**src/rtl/mc_controller.sv**
```systemverilog
// Multicycle RISC-V control FSM: Moore decode of op into datapath selects and write strobes.
// Latency: 3-5 cycles per instruction with mem_ready high; each mem_ready=0 cycle in FETCH/MEMREAD/MEMWRITE adds one.
// Backpressure: memory states hold (strobes still asserted) until mem_ready, unless MEM_HANDSHAKE=0.
module mc_controller #(
    parameter int MEM_HANDSHAKE = 1,
    parameter int ILLEGAL_HALT  = 0
) (
    input  logic       clk,
    input  logic       rst,
    input  logic [6:0] op,
    input  logic       mem_ready,
    output logic       pc_write,
    output logic       branch,
    output logic       adr_src,
    output logic       mem_read,
    output logic       mem_write,
    output logic       ir_write,
    output logic       reg_write,
    output logic [1:0] result_src,
    output logic [1:0] alu_src_a,
    output logic [1:0] alu_src_b,
    output logic [1:0] alu_op,
    output logic [2:0] imm_src,
    output logic       illegal,
    output logic [3:0] state
);

    localparam logic [3:0] st_fetch    = 4'd0;
    localparam logic [3:0] st_decode   = 4'd1;
    localparam logic [3:0] st_memadr   = 4'd2;
    localparam logic [3:0] st_memread  = 4'd3;
    localparam logic [3:0] st_memwb    = 4'd4;
    localparam logic [3:0] st_memwrite = 4'd5;
    localparam logic [3:0] st_execr    = 4'd6;
    localparam logic [3:0] st_execi    = 4'd7;
    localparam logic [3:0] st_aluwb    = 4'd8;
    localparam logic [3:0] st_jal      = 4'd9;
    localparam logic [3:0] st_beq      = 4'd10;
    localparam logic [3:0] st_lui      = 4'd11;
    localparam logic [3:0] st_jalr     = 4'd12;
    localparam logic [3:0] st_jalrwb   = 4'd13;
    localparam logic [3:0] st_illegal  = 4'd15;

    localparam logic [6:0] op_r    = 7'b0110011;
    localparam logic [6:0] op_i    = 7'b0010011;
    localparam logic [6:0] op_lw   = 7'b0000011;
    localparam logic [6:0] op_sw   = 7'b0100011;
    localparam logic [6:0] op_b    = 7'b1100011;
    localparam logic [6:0] op_jal  = 7'b1101111;
    localparam logic [6:0] op_jalr = 7'b1100111;
    localparam logic [6:0] op_lui  = 7'b0110111;

    logic [3:0]  cur_st;
    logic [3:0]  nxt_st;
    logic        rdy;
    logic [15:0] ctl;
    logic [2:0]  imm;

    assign rdy = (MEM_HANDSHAKE == 0) ? 1'b1 : mem_ready;

    always_ff @(posedge clk or negedge rst) begin
        if (!rst) cur_st <= st_fetch;
        else      cur_st <= nxt_st;
    end

    // ctl packing: pc_write, branch, adr_src, mem_read, mem_write, ir_write,
    // reg_write, result_src[1:0], alu_src_a[1:0], alu_src_b[1:0], alu_op[1:0], illegal
    always_comb begin
        nxt_st = cur_st;
        ctl    = '0;
        case (cur_st)
            st_fetch: begin
                ctl = {1'b0, 1'b0, 1'b0, 1'b1, 1'b0, 1'b0, 1'b0, 2'b10, 2'b00, 2'b10, 2'b00, 1'b0};
                if (rdy) begin
                    ctl[15] = 1'b1;
                    ctl[10] = 1'b1;
                    nxt_st  = st_decode;
                end
            end
            st_decode: begin
                ctl = {7'b0, 2'b00, 2'b01, 2'b01, 2'b00, 1'b0};
                case (op)
                    op_lw, op_sw: nxt_st = st_memadr;
                    op_r:         nxt_st = st_execr;
                    op_i:         nxt_st = st_execi;
                    op_b:         nxt_st = st_beq;
                    op_jal:       nxt_st = st_jal;
                    op_jalr:      nxt_st = st_jalr;
                    op_lui:       nxt_st = st_lui;
                    default:      nxt_st = st_illegal;
                endcase
            end
            st_memadr: begin
                ctl    = {7'b0, 2'b00, 2'b10, 2'b01, 2'b00, 1'b0};
                nxt_st = (op == op_sw) ? st_memwrite : st_memread;
            end
            st_memread: begin
                ctl = {1'b0, 1'b0, 1'b1, 1'b1, 1'b0, 1'b0, 1'b0, 2'b00, 2'b00, 2'b00, 2'b00, 1'b0};
                if (rdy) nxt_st = st_memwb;
            end
            st_memwb: begin
                ctl    = {6'b0, 1'b1, 2'b01, 2'b00, 2'b00, 2'b00, 1'b0};
                nxt_st = st_fetch;
            end
            st_memwrite: begin
                ctl = {1'b0, 1'b0, 1'b1, 1'b0, 1'b1, 1'b0, 1'b0, 2'b00, 2'b00, 2'b00, 2'b00, 1'b0};
                if (rdy) nxt_st = st_fetch;
            end
            st_execr: begin
                ctl    = {7'b0, 2'b00, 2'b10, 2'b00, 2'b10, 1'b0};
                nxt_st = st_aluwb;
            end
            st_execi: begin
                ctl    = {7'b0, 2'b00, 2'b10, 2'b01, 2'b10, 1'b0};
                nxt_st = st_aluwb;
            end
            st_aluwb: begin
                ctl    = {6'b0, 1'b1, 2'b00, 2'b00, 2'b00, 2'b00, 1'b0};
                nxt_st = st_fetch;
            end
            st_jal: begin
                ctl    = {1'b1, 6'b0, 2'b00, 2'b01, 2'b10, 2'b00, 1'b0};
                nxt_st = st_aluwb;
            end
            st_jalr: begin
                ctl    = {1'b1, 6'b0, 2'b10, 2'b10, 2'b01, 2'b00, 1'b0};
                nxt_st = st_jalrwb;
            end
            st_jalrwb: begin
                ctl    = {6'b0, 1'b1, 2'b10, 2'b01, 2'b10, 2'b00, 1'b0};
                nxt_st = st_fetch;
            end
            st_beq: begin
                ctl    = {1'b0, 1'b1, 5'b0, 2'b00, 2'b10, 2'b00, 2'b01, 1'b0};
                nxt_st = st_fetch;
            end
            st_lui: begin
                ctl    = {7'b0, 2'b00, 2'b11, 2'b01, 2'b00, 1'b0};
                nxt_st = st_aluwb;
            end
            st_illegal: begin
                ctl    = {15'b0, 1'b1};
                nxt_st = (ILLEGAL_HALT != 0) ? st_illegal : st_fetch;
            end
            default: nxt_st = st_fetch;
        endcase
    end

    always_comb begin
        imm = 3'b000;
        case (op)
            op_sw:   imm = 3'b001;
            op_b:    imm = 3'b010;
            op_lui:  imm = 3'b011;
            op_jal:  imm = 3'b100;
            default: imm = 3'b000;
        endcase
    end

    // Outputs are forced low combinationally so reset silences strobes without waiting for a clock.
    assign {pc_write, branch, adr_src, mem_read, mem_write, ir_write, reg_write,
            result_src, alu_src_a, alu_src_b, alu_op, illegal} = rst ? ctl : 16'b0;
    assign imm_src = rst ? imm : 3'b000;
    assign state   = cur_st;

endmodule

```
**config.mk**
```make
export PLATFORM = sky130hd
export DESIGN_NAME = mc_controller
export DESIGN_NICKNAME = d
export VERILOG_FILES = /design/src/rtl/mc_controller.sv
export SDC_FILE = /design/constraint.sdc
export NUM_CORES = 1
export LEC_CHECK = 0
export CORE_AREA = 2 2 45 47
export DETAILED_ROUTE_END_ITERATION = 10
export DIE_AREA = 0 0 47 49
export DONT_BUFFER_PORTS = 1
export GPL_TIMING_DRIVEN = 0
export PLACE_DENSITY = 0.52
export SLEW_MARGIN = 25
export SYNTH_ARGS = -nofsm -noshare
export SYNTH_HDL_FRONTEND = slang
export SYNTH_SLANG_ARGS = --single-unit
export TNS_END_PERCENT = 100
```
**constraint.sdc**
```tcl
create_clock -name clk -period 1.53 [get_ports clk]
set_input_delay 0.306 -clock clk [delete_from_list [all_inputs] [get_ports clk]]
set_output_delay 0.306 -clock clk [all_outputs]
set_load 0.1 [all_outputs]
```
# Yosys cells after proc, flatten, opt, wreduce, memory -nomap -nowiden
# Index checks and enable logic that the tools add are counted.
op_classes:
  muxes: 11
  n_mul: 0
  magnitude_cmp: 0
  shift: 0
  eq_ne: 25
  n_reduce_logical: 4
  bitwise: 0
  add_sub_neg: 0
  n_div: 0
ops:
  columns: ["cell", "n"]
  rows:
  - ["$pmux 16 s15", 1]
  - ["$pmux 4 s7", 2]
  - ["$eq 4x4->1 const B", 7]
  - ["$eq 7x6->1 const B", 3]
  - ["$eq 7x7->1 const B", 3]
  - ["$eq 4x3->1 const B", 4]
  - ["$mux 16", 1]
  - ["$mux 4", 3]
  - ["$pmux 3 s4", 1]
  - ["$eq 4x2->1 const B", 2]
  - ["$eq 7x2->1 const B", 1]
  - ["$eq 7x5->1 const B", 1]
  - ["$mux 3", 2]
  - ["$ne 2x2->1 const B", 3]
  - ["$eq 4x1->1 const B", 1]
  - ["$logic_not 4->1", 1]
  - ["$reduce_or 4->1", 1]
  - ["$reduce_and 3->1", 1]
  - ["$reduce_or 2->1", 1]
  - ["$mux 1", 1]
word_totals:
  mem_bits_ro: 0
  elab_cells: 41
  inputBits: 10
  register_bits: 4
  latch_bits: 0
  output_inout_bits: 23
  memories: 0
  ram_bits: 0

# Longest topological paths before layout
# Gate-level depths: netlist of run 1.
depth:
  ltp_word: 4
  mapped_depth: 6

# Worst setup path before layout of run 1
# Ideal clock, no wire load.
synth_timing:
  path_type: "reg2out"
  startpoint: "register cur_st[1] (netlist: state[1])"
  endpoint: "output port alu_op[0]"
  n_path_buf: 3
  path_stages_with_launch: 6
  t_required_ns: 1.224
  arrival_time_ns: 4.197
  path_slack_ns: -2.973
  path_cell_list: "dfrtp_1 > buf_2 > buf_2 > nand2_1 > nor3_1 > buf_4"
synth_between:
  elab_chain_len: 3
  word_cells_on_any_way: 17
synth_rtl:
  columns: ["element", "line", "rtl"]
  rows:
  - ["from (decl)", "53", "logic [3:0] cur_st;"]
  - ["from (signal assigned)", "62", "if (!rst) cur_st <= st_fetch;"]
  - ["from (signal assigned)", "63", "else cur_st <= nxt_st;"]
  - ["$eq 4x4->1 (tied with other cells)", "71", "case (cur_st)"]
  - ["$pmux 16 s15 (*)", "71", null]
  - ["$mux 16 (*)", "162", "result_src, alu_src_a, alu_src_b, alu_op, illegal} = rst ? ctl : 16'b0;"]
  - ["to (decl)", "22", "output logic [1:0] alu_op,"]
# Every way passes the cells marked *; elsewhere a longest branch is shown, timed or not.

# Worst setup path in the final report of run 1
layout_timing:
  startpoint: "register cur_st[0] (netlist: state[0])"
  endpoint: "output port alu_op[0]"
# The elaborated chain is that of the path after synthesis.

==> flow_metrics.tcl, run 1 <==
set metrics [dict create \
    cts-buffers-inserted 3 \
    die_h_um 49 \
    die_area_um2 2303 \
    antennaDiodeCount 0 \
    timing.final.ws_setup_ns -1.109 \
    antenna_found_initial 0 \
    antenna_left 0 \
    finalMaxSlewViolations 0 \
    skew_ns 0.002785 \
    synth_cell_type_count 35 \
    seq_area_frac_synth_pct 14.68 \
    start_util_pct 37.02 \
    setup.worst_path.start "state[0]" \
    worstReg2RegStart "state[0]" \
    die_width_um 47 \
    critPathRequiredTime_ns 1.22 \
    worst_setup_path_start_kind "register" \
    gp_congestion 0.7616 \
    ff2ff_setup_slack_ns -0.56 \
    synth_area_leaders "dfrtp_1, nor2_1, nand2_1, a21oi_1, nor3_1" \
    hp-class "input pin to register" \
    path_cells "buf_6, buf_8, nor3_4, buf_12" \
    violations "negative setup slack" \
    core_um2 1842 \
    cts_tree "yes" \
    drive_gt1_share_pct 67.67 \
    io_buffers 0 \
    grt_use_total_pct 24.70 \
    final-hold-violation-count 0 \
    ys_ff_latch 4 \
    synthFlopType "dfrtp_1" \
    critPathArrivalTime_ns 2.33 \
    rr_worst_depth 9 \
    clk_latency_ns 0.24 \
    cp-end-kind "primary output" \
    r2r_end "state[2]" \
    maxCapViolCount 0 \
    routed_wl_um 2881 \
    syn_avg_cell_area_um2 6.373 \
    fill_cells 123 \
    fp-row-count 16 \
    finalCritPeriodShare_pct 172.5 \
    yosysTopAreaCell "dfrtp_1" \
    grt_pass1_wl_um 4209 \
    grt_overflow_total 0 \
    synth_top_area_share_pct 14.68 \
    synthToLayoutAreaGrowth_pct 115.8 \
    worst_pin_slew_ns 1.092 \
    endpoint "alu_op[0]" \
    dpl.hpwl_um 1543 \
    critical_path.max_fanout 5 \
    via_per_inst 5.738 \
    syn_nets 117 \
    synthesis.area_um2 681.9 \
    drc 0 \
    fmax_mhz 378.9 \
    first_global_vias 856 \
    grt_max_degree 11 \
    rsz0062_at_grt "true" \
    cp_slowest_cell "nor3_4" \
    async_reset_ff_share_pct 100.0 \
    root_buffer "clkbuf_4" \
    clkSinkCount 4 \
    multi_input_area_um2 928.4 \
    largest_register_ffs 4 \
    worst_slew_margin_rel_pct 26.98 \
    nets 145 \
    outcome "complete, but fails checks" \
    period_minus_slack_ns 2.639 \
    drt_iter0_markers 16 \
    htree_levels 1 \
    path_clk_slew_ns 0.04 \
    drt_first_pass_iters 4 \
    io_pins 33 \
    slowest_delay_ns 0.88 \
    vias 918 \
    synthCells 107 \
    critPathKind "register to primary output" \
    setup_viol 21 \
    cts_buffer_depth 2 \
    regArea_um2 115.1 \
    wl_per_cell_um 18.01 \
    fin_setup_tns_ns -14.93 \
    synth_warnings 0 \
    synth_edf_count 0 \
]
[critical path, delay by kind of cell, from the launching register on]
kind          cells  cell delay (ns)
buf+inv           3             0.58
simple gates      1             0.88
flops             1             0.63
[cell usage in the layout (no fill, tap or decap), drive strengths merged]
cell type    instances
a2111oi              1
a211o                1
a211oi               1
a21o                 1
a21oi               10
a221o                1
a2bb2oi              1
a31oi                3
and2                 1
and3                 3
and4                 1
buf                 31
clkbuf               3
dfrtp                4
dlygate4sd3          1
mux2                 1
nand2               14
nand2b               6
nand3                3
nand3b               1
nand4b               1
nor2                16
nor2b                4
nor3                11
o21a                 1
o21ai                6
o31ai                1
o41ai                1
or2                  1
xnor2                2
xor2                 1
[metal layers]
metal	wire length [µm]	up-vias	track usage [%]	part of all wire [%]
met5	0	-	0	0
met4	30	0	7.407	1.0
met3	167	4	4.074	5.8
met2	1477	39	36.99	51
met1	1205	440	35.52	42
li1	-	435	-	-
[layout make-up]
cell class | instances | area share (%)
buffer | 9 | 8.929
timing repair buffer | 23 | 16.33
multi-input combinational | 94 | 63.10
tap | 27 | 2.296
clock buffer | 3 | 1.531
sequential | 4 | 7.823
[synthesized netlist by cell type (2+ instances only)]
master	n
nor3_1	9
nor2b_1	3
dfrtp_1	4
nand2b_1	6
buf_2	6
a31oi_1	3
nand3_1	3
nor3_2	2
buf_4	2
xnor2_1	2
a21oi_1	10
nor2_1	16
and3_1	2
o21ai_0	5
nand2_1	14
[metrics by stage]
| stage | cell area (µm²) | setup WS (ns) | instances | util (%) | hold WS, ns |
|---|---|---|---|---|---|
| floorplan | 927.1 | -0.9026 | 107 | - | 0.01041 |
| detailed placement | 960.9 | -0.9779 | 134 | 52.17 | 0.01057 |
| global route | 1471 | -1.135 | 160 | 79.89 | 0.2815 |
| global placement | 960.9 | -0.9758 | 134 | 52.17 | 0.01056 |
| CTS | 1296 | -1.092 | 151 | 70.38 | 0.2889 |
| finish | 1471 | -1.109 | 160 | 79.89 | 0.2696 |
[logic make-up (layout without fill, tap and decap cells)]
family,after synthesis,in the layout,synth area share [%]
compound gates,28,28,26.42
xor+xnor,3,3,3.854
buf+inv,9,35,7.155
flops,4,4,14.68
mux,1,1,1.651
simple gates,62,62,46.24
[how the worst min path moves through the flow]
stage | startpoint | end | depth (start not counted)
6_report | mem_ready | state[0] | 3
5_1_grt | mem_ready | state[0] | 3
4_1_cts | mem_ready | state[0] | 3
3_5_place_dp | rst | state[1] | 0
3_3_place_gp | rst | state[1] | 0
2_1_floorplan | rst | state[3] | 0
[repair_timing]
action	4_1_cts	5_1_grt
hold buffers	1	0
hold endpoints to repair	4	0
pin swaps	17	18
gates resized for setup	49	25
buffers inserted	13	10
endpoints found under the setup margin	20	23
Power of run 1 is not shown: default switching activity piles up to over one toggle a cycle in this logic, so the estimate is an artifact.
==> run 2, diff against run 1 <==
--- a/config.mk
+++ b/config.mk
@@ -9,7 +9,7 @@
 export DETAILED_ROUTE_END_ITERATION = 10
 export DIE_AREA = 0 0 47 49
 export DONT_BUFFER_PORTS = 1
-export GPL_TIMING_DRIVEN = 0
+export GPL_TIMING_DRIVEN = 1
 export PLACE_DENSITY = 0.52
 export SLEW_MARGIN = 25
 export SYNTH_ARGS = -nofsm -noshare
==> run 2 against run 1 <==
The run now fails in 5_1_grt. Area after synthesis stayed put. Synthesized cell count stayed put.
==> flow_metrics.tcl, run 2 <==
set metrics [dict create \
    fp-row-count 16 \
    yosysTopAreaCell "dfrtp_1" \
    io_buffers 0 \
    die_width_um 47 \
    endpoint_type "top-level output" \
    worst_endpoint "alu_src_a[1]" \
    synth_top_area_share_pct 14.68 \
    antenna_found_initial 0 \
    die_h_um 49 \
    start_util_pct 37.02 \
    synth_cell_type_count 35 \
    stop_stage "5_1_grt" \
    syn_avg_cell_area_um2 6.373 \
    io_pins 33 \
    syn_nets 117 \
    cts_buffer_depth 2 \
    async_reset_ff_share_pct 100.0 \
    synthFlopType "dfrtp_1" \
    seq_area_frac_synth_pct 14.68 \
    htree_levels 1 \
    synthesis.area_um2 681.9 \
    dp.cells 172 \
    synth_edf_count 0 \
    synth.most_common_cell "nor2_1" \
    synthCells 107 \
    root_buffer "clkbuf_4" \
    dpl.hpwl_um 2028 \
    ys_ff_latch 4 \
    grt_max_degree 14 \
    outcome "did not finish" \
    synth_common_cells "nor2_1, nand2_1, a21oi_1" \
    synth_area_leaders "dfrtp_1, nor2_1, nand2_1, a21oi_1, nor3_1" \
    synth_warnings 0 \
    stop_error "[ERROR DPL-0033] detailed placement checks failed during check placement." \
    clkSinkCount 4 \
    gp_congestion 0.7862 \
    place_area_um2 1465 \
    cts-buffers-inserted 3 \
]
==> run 2: cell counts after synthesis <==
No cell type changed its count.
==> run 2: repair_timing <==
action,4_1_cts
setup endpoints to repair,18
endpoints found under the hold margin,4
buffers inserted,8
pin swaps,16
hold buffers,1
resized for setup,35
==> run 2: cells by family after synthesis <==
kind of cell    share of synthesized area, %
simple gates                           46.24
compound gates                         26.42
buf+inv                                7.155
flops                                  14.68
xor+xnor                               3.854
mux                                    1.651
==> run 2: through the flow <==
stage,hold WS [ns],worst slack [ns],setup TNS [ns]
global placement,0.01078,-0.1607,-1.214
CTS,0.2957,-0.3577,-4.191
detailed placement,0.01082,-0.2081,-1.564
floorplan,0.01041,-0.9026,-9.196
==> run 3, diff against run 2 <==
--- a/config.mk
+++ b/config.mk
@@ -5,12 +5,12 @@
 export SDC_FILE = /design/constraint.sdc
 export NUM_CORES = 1
 export LEC_CHECK = 0
-export CORE_AREA = 2 2 45 47
+export CORE_AREA = 2 2 63 65
 export DETAILED_ROUTE_END_ITERATION = 10
-export DIE_AREA = 0 0 47 49
+export DIE_AREA = 0 0 65 67
 export DONT_BUFFER_PORTS = 1
 export GPL_TIMING_DRIVEN = 1
-export PLACE_DENSITY = 0.52
+export PLACE_DENSITY_LB_ADDON = 0.15
 export SLEW_MARGIN = 25
 export SYNTH_ARGS = -nofsm -noshare
 export SYNTH_HDL_FRONTEND = slang
==> run 3 against run 2 <==
The flow now finishes, with violations (negative setup slack).
==> flow_metrics.tcl, run 3 (synthesis results as in run 1) <==
set metrics [dict create \
    outcome "complete, but fails checks" \
    violations "negative setup slack" \
    io_pins 33 \
    peakVddDrop_mv 0.6392 \
    switching_share_pct 54.09 \
    p_int_uw 1882 \
    seqPwrFrac_pct 6.4 \
    fmax_mhz 529.3 \
    die_area_um2 4355 \
    rsz0062_at_grt "true" \
    antennaDiodeCount 0 \
    timing.final.ws_setup_ns -0.3594 \
    drt_iter0_markers 8 \
    die_width_um 65 \
    cts-buffers-inserted 3 \
    power_frac_clock_pct 5.5 \
    vias 1014 \
    cts_tree "yes" \
    slowest_delay_ns 0.46 \
    clk_latency_ns 0.22 \
    skew_ns 0.003136 \
    path_clk_slew_ns 0.03 \
    drc 0 \
    antenna_found_initial 0 \
    drt_first_pass_iters 4 \
    dp.cells 195 \
    critPathRequiredTime_ns 1.22 \
    root_buffer "clkbuf_8" \
    setup_viol 18 \
    antenna_left 0 \
    worst_slew_margin_rel_pct 79.38 \
    grt_overflow_total 0 \
    finalPower_uw 4099 \
    core_um2 3606 \
    start_util_pct 18.91 \
    critPathArrivalTime_ns 1.58 \
    nets 178 \
    path_cells "buf_6, nor2_4, nand2_1, a21o_1, a21oi_4, buf_12" \
    period_minus_slack_ns 1.889 \
    cp_slowest_cell "dfrtp_2" \
    fp-row-count 22 \
    gp_congestion 0.7699 \
    worst_setup_path_start_kind "register" \
    via_per_inst 4.738 \
    first_global_vias 1100 \
    maxCapViolCount 0 \
    final_util_pct 50.66 \
    cp-end-kind "primary output" \
    final-hold-violation-count 0 \
    path_buf_inv 2 \
    io_buffers 0 \
    layout_commonest_cell "buf_4" \
    powerDensity_nw_per_um2 2244 \
    pwr-share-comb_pct 88.1 \
    worst_pin_slew_ns 0.3079 \
    wl_per_cell_um 13.39 \
    p_leak_uw 0.0007140 \
    grt_max_degree 13 \
    finalMaxSlewViolations 0 \
    pre_cts_slack_ns -0.1413 \
    die_h_um 67 \
    final_cells 214 \
    dpl.hpwl_um 2080 \
    grt_use_total_pct 14.42 \
    largest_register_ffs 4 \
    cts_buffer_depth 2 \
    hp-class "input pin to register" \
    htree_levels 1 \
    clkSinkCount 4 \
    critPathKind "register to primary output" \
    grt_pass1_wl_um 4899 \
    drive_gt1_share_pct 69.28 \
    cp_top_family "flip-flops" \
    synthToLayoutAreaGrowth_pct 167.9 \
    final_cell_mix "buf_4, buf_12, buf_6" \
    routed_wl_um 2865 \
    finalCritPeriodShare_pct 123.5 \
    critical_path.max_fanout 7 \
    power.switching_uw 2217 \
]
## run 3: worst paths after layout
| path | from | to | slack, ns | depth (start not counted) |
|---|---|---|---|---|
| worst max-delay path | state[3] | pc_write | -0.36 | 6 |
| worst min-delay path | mem_ready | state[0] | 0.31 | 3 |
| worst max register to register | state[0] | state[2] | -0.16 | 8 |
| worst min register to register | state[3] | state[1] | 0.79 | 3 |
| max in group asynchronous | rst | state[0] | 0.97 | 1 |
| min in group asynchronous | rst | state[2] | 0.36 | 1 |
## run 3: final cells by class
type	count	area, µm²
clock buffers	3	41.29
fillers	316	1779
multi-input cells	94	823.3
flip-flops and latches	4	112.6
well taps	48	60.06
repair buffers	65	789.5
## run 3: stage by stage
stage	instance area [µm²]	hold WS, ns	setup TNS, ns
after floorplan	927.1	0.01041	-9.196
after CTS	1728	0.3204	-4.216
after global placement	1481	0.01078	-1.239
after detailed placement	1481	0.01083	-1.233
final	1827	0.3114	-4.305
after global routing	1827	0.3304	-5.277
## run 3: tightest hold or removal path: stages
cell and delay, ns:
a21oi_1 0.06, o41ai_2 0.05, o21ai_0 0.06
## run 3: power groups by stage
stage                     clock network, µW  registers (µW)  logic, µW
after floorplan                           0             551       1720
after CTS                               229             260       3380
after global placement                    0             258       2910
after global routing                    235             270       3800
final                                   225             264       3610
after detailed placement                  0             259       2920
## run 3: what timing repair did
item                                    in CTS  in global routing
gates cloned                                 1                  0
endpoints found under the setup margin      19                 19
hold buffers                                 1                  0
pin swaps                                   10                  9
gates resized for setup                     31                 14
setup buffers                                8                  7
endpoints found under the hold margin        4                  0
## run 3: metal layers
layer	vias to the layer above	global-route usage [%]	routed length (µm)
met2	31	26.03	1580
met4	0	6.649	36
met1	481	16.43	1104
li1	497	-	-
met5	-	0	0
met3	5	2.534	143
Power figures use the tool's default switching activity.
==> run 4, diff against run 3 <==
--- a/config.mk
+++ b/config.mk
@@ -6,6 +6,7 @@
 export NUM_CORES = 1
 export LEC_CHECK = 0
 export CORE_AREA = 2 2 63 65
+export CTS_BUF_LIST = sky130_fd_sc_hd__clkbuf_4
 export DETAILED_ROUTE_END_ITERATION = 10
 export DIE_AREA = 0 0 65 67
 export DONT_BUFFER_PORTS = 1
==> run 4 against run 3 <==
The flow still finishes with violations (negative setup slack). Setup slack worse by 0.020 ns. Sequential share of layout area is essentially flat. Combinational power up 1%. Critical path type unchanged. Critical endpoint unchanged. Largest power group unchanged.
==> flow_metrics.tcl, run 4 (synthesis results as in run 1) <==
set metrics [dict create \
    layout_commonest_cell "buf_4" \
    root_buffer "clkbuf_4" \
    finalMaxSlewViolations 0 \
    timing.final.ws_setup_ns -0.3798 \
    place_area_um2 1481 \
    core_um2 3606 \
    worst_pin_slew_ns 0.3060 \
    powerDensity_nw_per_um2 2222 \
    drc 0 \
    io_pins 33 \
    fp-row-count 22 \
    path_cells "buf_6, nor2_4, nand2_1, a21o_1, a21oi_4, buf_12" \
    die_h_um 67 \
    fmax_mhz 523.6 \
    start_util_pct 18.91 \
    skew_ns 0.006352 \
    hold-worst-slack_ns 0.2959 \
    dpl.hpwl_um 2080 \
    critPathRequiredTime_ns 1.22 \
    cp-end-kind "primary output" \
    grt_max_degree 13 \
    via_per_inst 4.673 \
    regArea_um2 112.6 \
    io_buffers 0 \
    gp_congestion 0.7699 \
    cts-buffers-inserted 3 \
    die_area_um2 4355 \
    drt_first_pass_iters 4 \
    pre_cts_slack_ns -0.1413 \
    vias 1000 \
    rsz0062_at_grt "true" \
    largest_register_ffs 4 \
    finalCritPeriodShare_pct 124.8 \
    violations "negative setup slack" \
    worst_setup_path_start_kind "register" \
    worst_slew_margin_rel_pct 79.50 \
    peakVddDrop_mv 0.5798 \
    fill_cells 315 \
    htree_levels 1 \
    hp-class "input pin to register" \
    critical_path.max_fanout 7 \
    outcome "complete, but fails checks" \
    p_leak_uw 0.0007104 \
    grt_pass1_wl_um 4892 \
    slowest_delay_ns 0.46 \
    setup_viol 18 \
    die_width_um 65 \
    final_area_um2 1821 \
    cp_top_family "flip-flops" \
    critPathArrivalTime_ns 1.60 \
    final_cell_mix "buf_4, buf_12, buf_6" \
    routed_wl_um 2843 \
    antennaDiodeCount 0 \
    critPathKind "register to primary output" \
    multi_input_area_um2 823.3 \
    path_buf_inv 2 \
    drt_iter0_markers 12 \
    synthToLayoutAreaGrowth_pct 167.0 \
    cts_tree "yes" \
    maxCapViolCount 0 \
    cts_buffer_depth 2 \
    nets 178 \
    antenna_found_initial 0 \
    grt_overflow_total 0 \
    final-hold-violation-count 0 \
    antenna_left 0 \
    cp_slowest_cell "dfrtp_2" \
    grt_use_total_pct 14.42 \
    clkSinkCount 4 \
    clk_latency_ns 0.24 \
    drive_gt1_share_pct 69.28 \
    first_global_vias 1094 \
    finalPower_uw 4045 \
    period_minus_slack_ns 1.910 \
    wl_per_cell_um 13.29 \
    path_clk_slew_ns 0.04 \
]
[run 4: timing repair]
item                                   4_1_cts  5_1_grt
gates cloned                                 1        0
pin swaps                                   10        9
gates resized for setup                     31       17
hold buffers                                 1        0
endpoints found under the hold margin        4        0
setup endpoints to repair                   19       20
buffers inserted                             8        7
[run 4: worst paths after layout]
check                               start  endpoint  slack, ns  depth (start not counted)
max in group asynchronous             rst  state[0]       0.99                          1
worst max-delay path             state[3]  pc_write      -0.38                          6
min in group asynchronous             rst  state[2]       0.34                          1
worst min-delay path            mem_ready  state[0]       0.30                          3
worst min register to register   state[3]  state[1]       0.79                          3
worst max register to register   state[0]  state[2]      -0.16                          8
[run 4: layer usage]
metal | wire (µm) | global-route usage, %
met1 | 1095 | 16.43
met2 | 1584 | 26.03
met3 | 148 | 2.027
met4 | 15 | 7.447
met5 | 0 | 0
[run 4: worst reg2reg max path, delay by kind of cell, from the launching register on]
kind,cells,cell delay (ns)
AO/OA/AOI/OAI,3,0.43
AND/OR/NAND/NOR,2,0.23
flip-flops,1,0.49
buffers and inverters,3,0.43
[run 4: report_power, final]
| part | switching (µW) | internal (µW) | leakage (µW) |
|---|---|---|---|
| clock | 44.7 | 87.8 | 0.0000138 |
| combinational | 2080 | 1570 | 0.000651 |
| sequential | 90.3 | 174 | 0.0000452 |
| total | 2210 | 1830 | 0.000710 |
[run 4: area by class of cell]
class / count / area share (%)
tap: 48 / 3.299
timing repair buffer: 65 / 44.05
multi-input combinational: 94 / 45.22
clock buffer: 3 / 1.237
sequential: 4 / 6.186
[run 4: metrics by stage]
stage | setup TNS, ns | instances | util (%)
after detailed placement | -1.233 | 195 | 41.08
after floorplan | -9.196 | 107 | -
after CTS | -4.647 | 208 | 47.40
after global routing | -5.607 | 214 | 50.49
after global placement | -1.239 | 195 | 41.08
final | -4.643 | 214 | 50.49
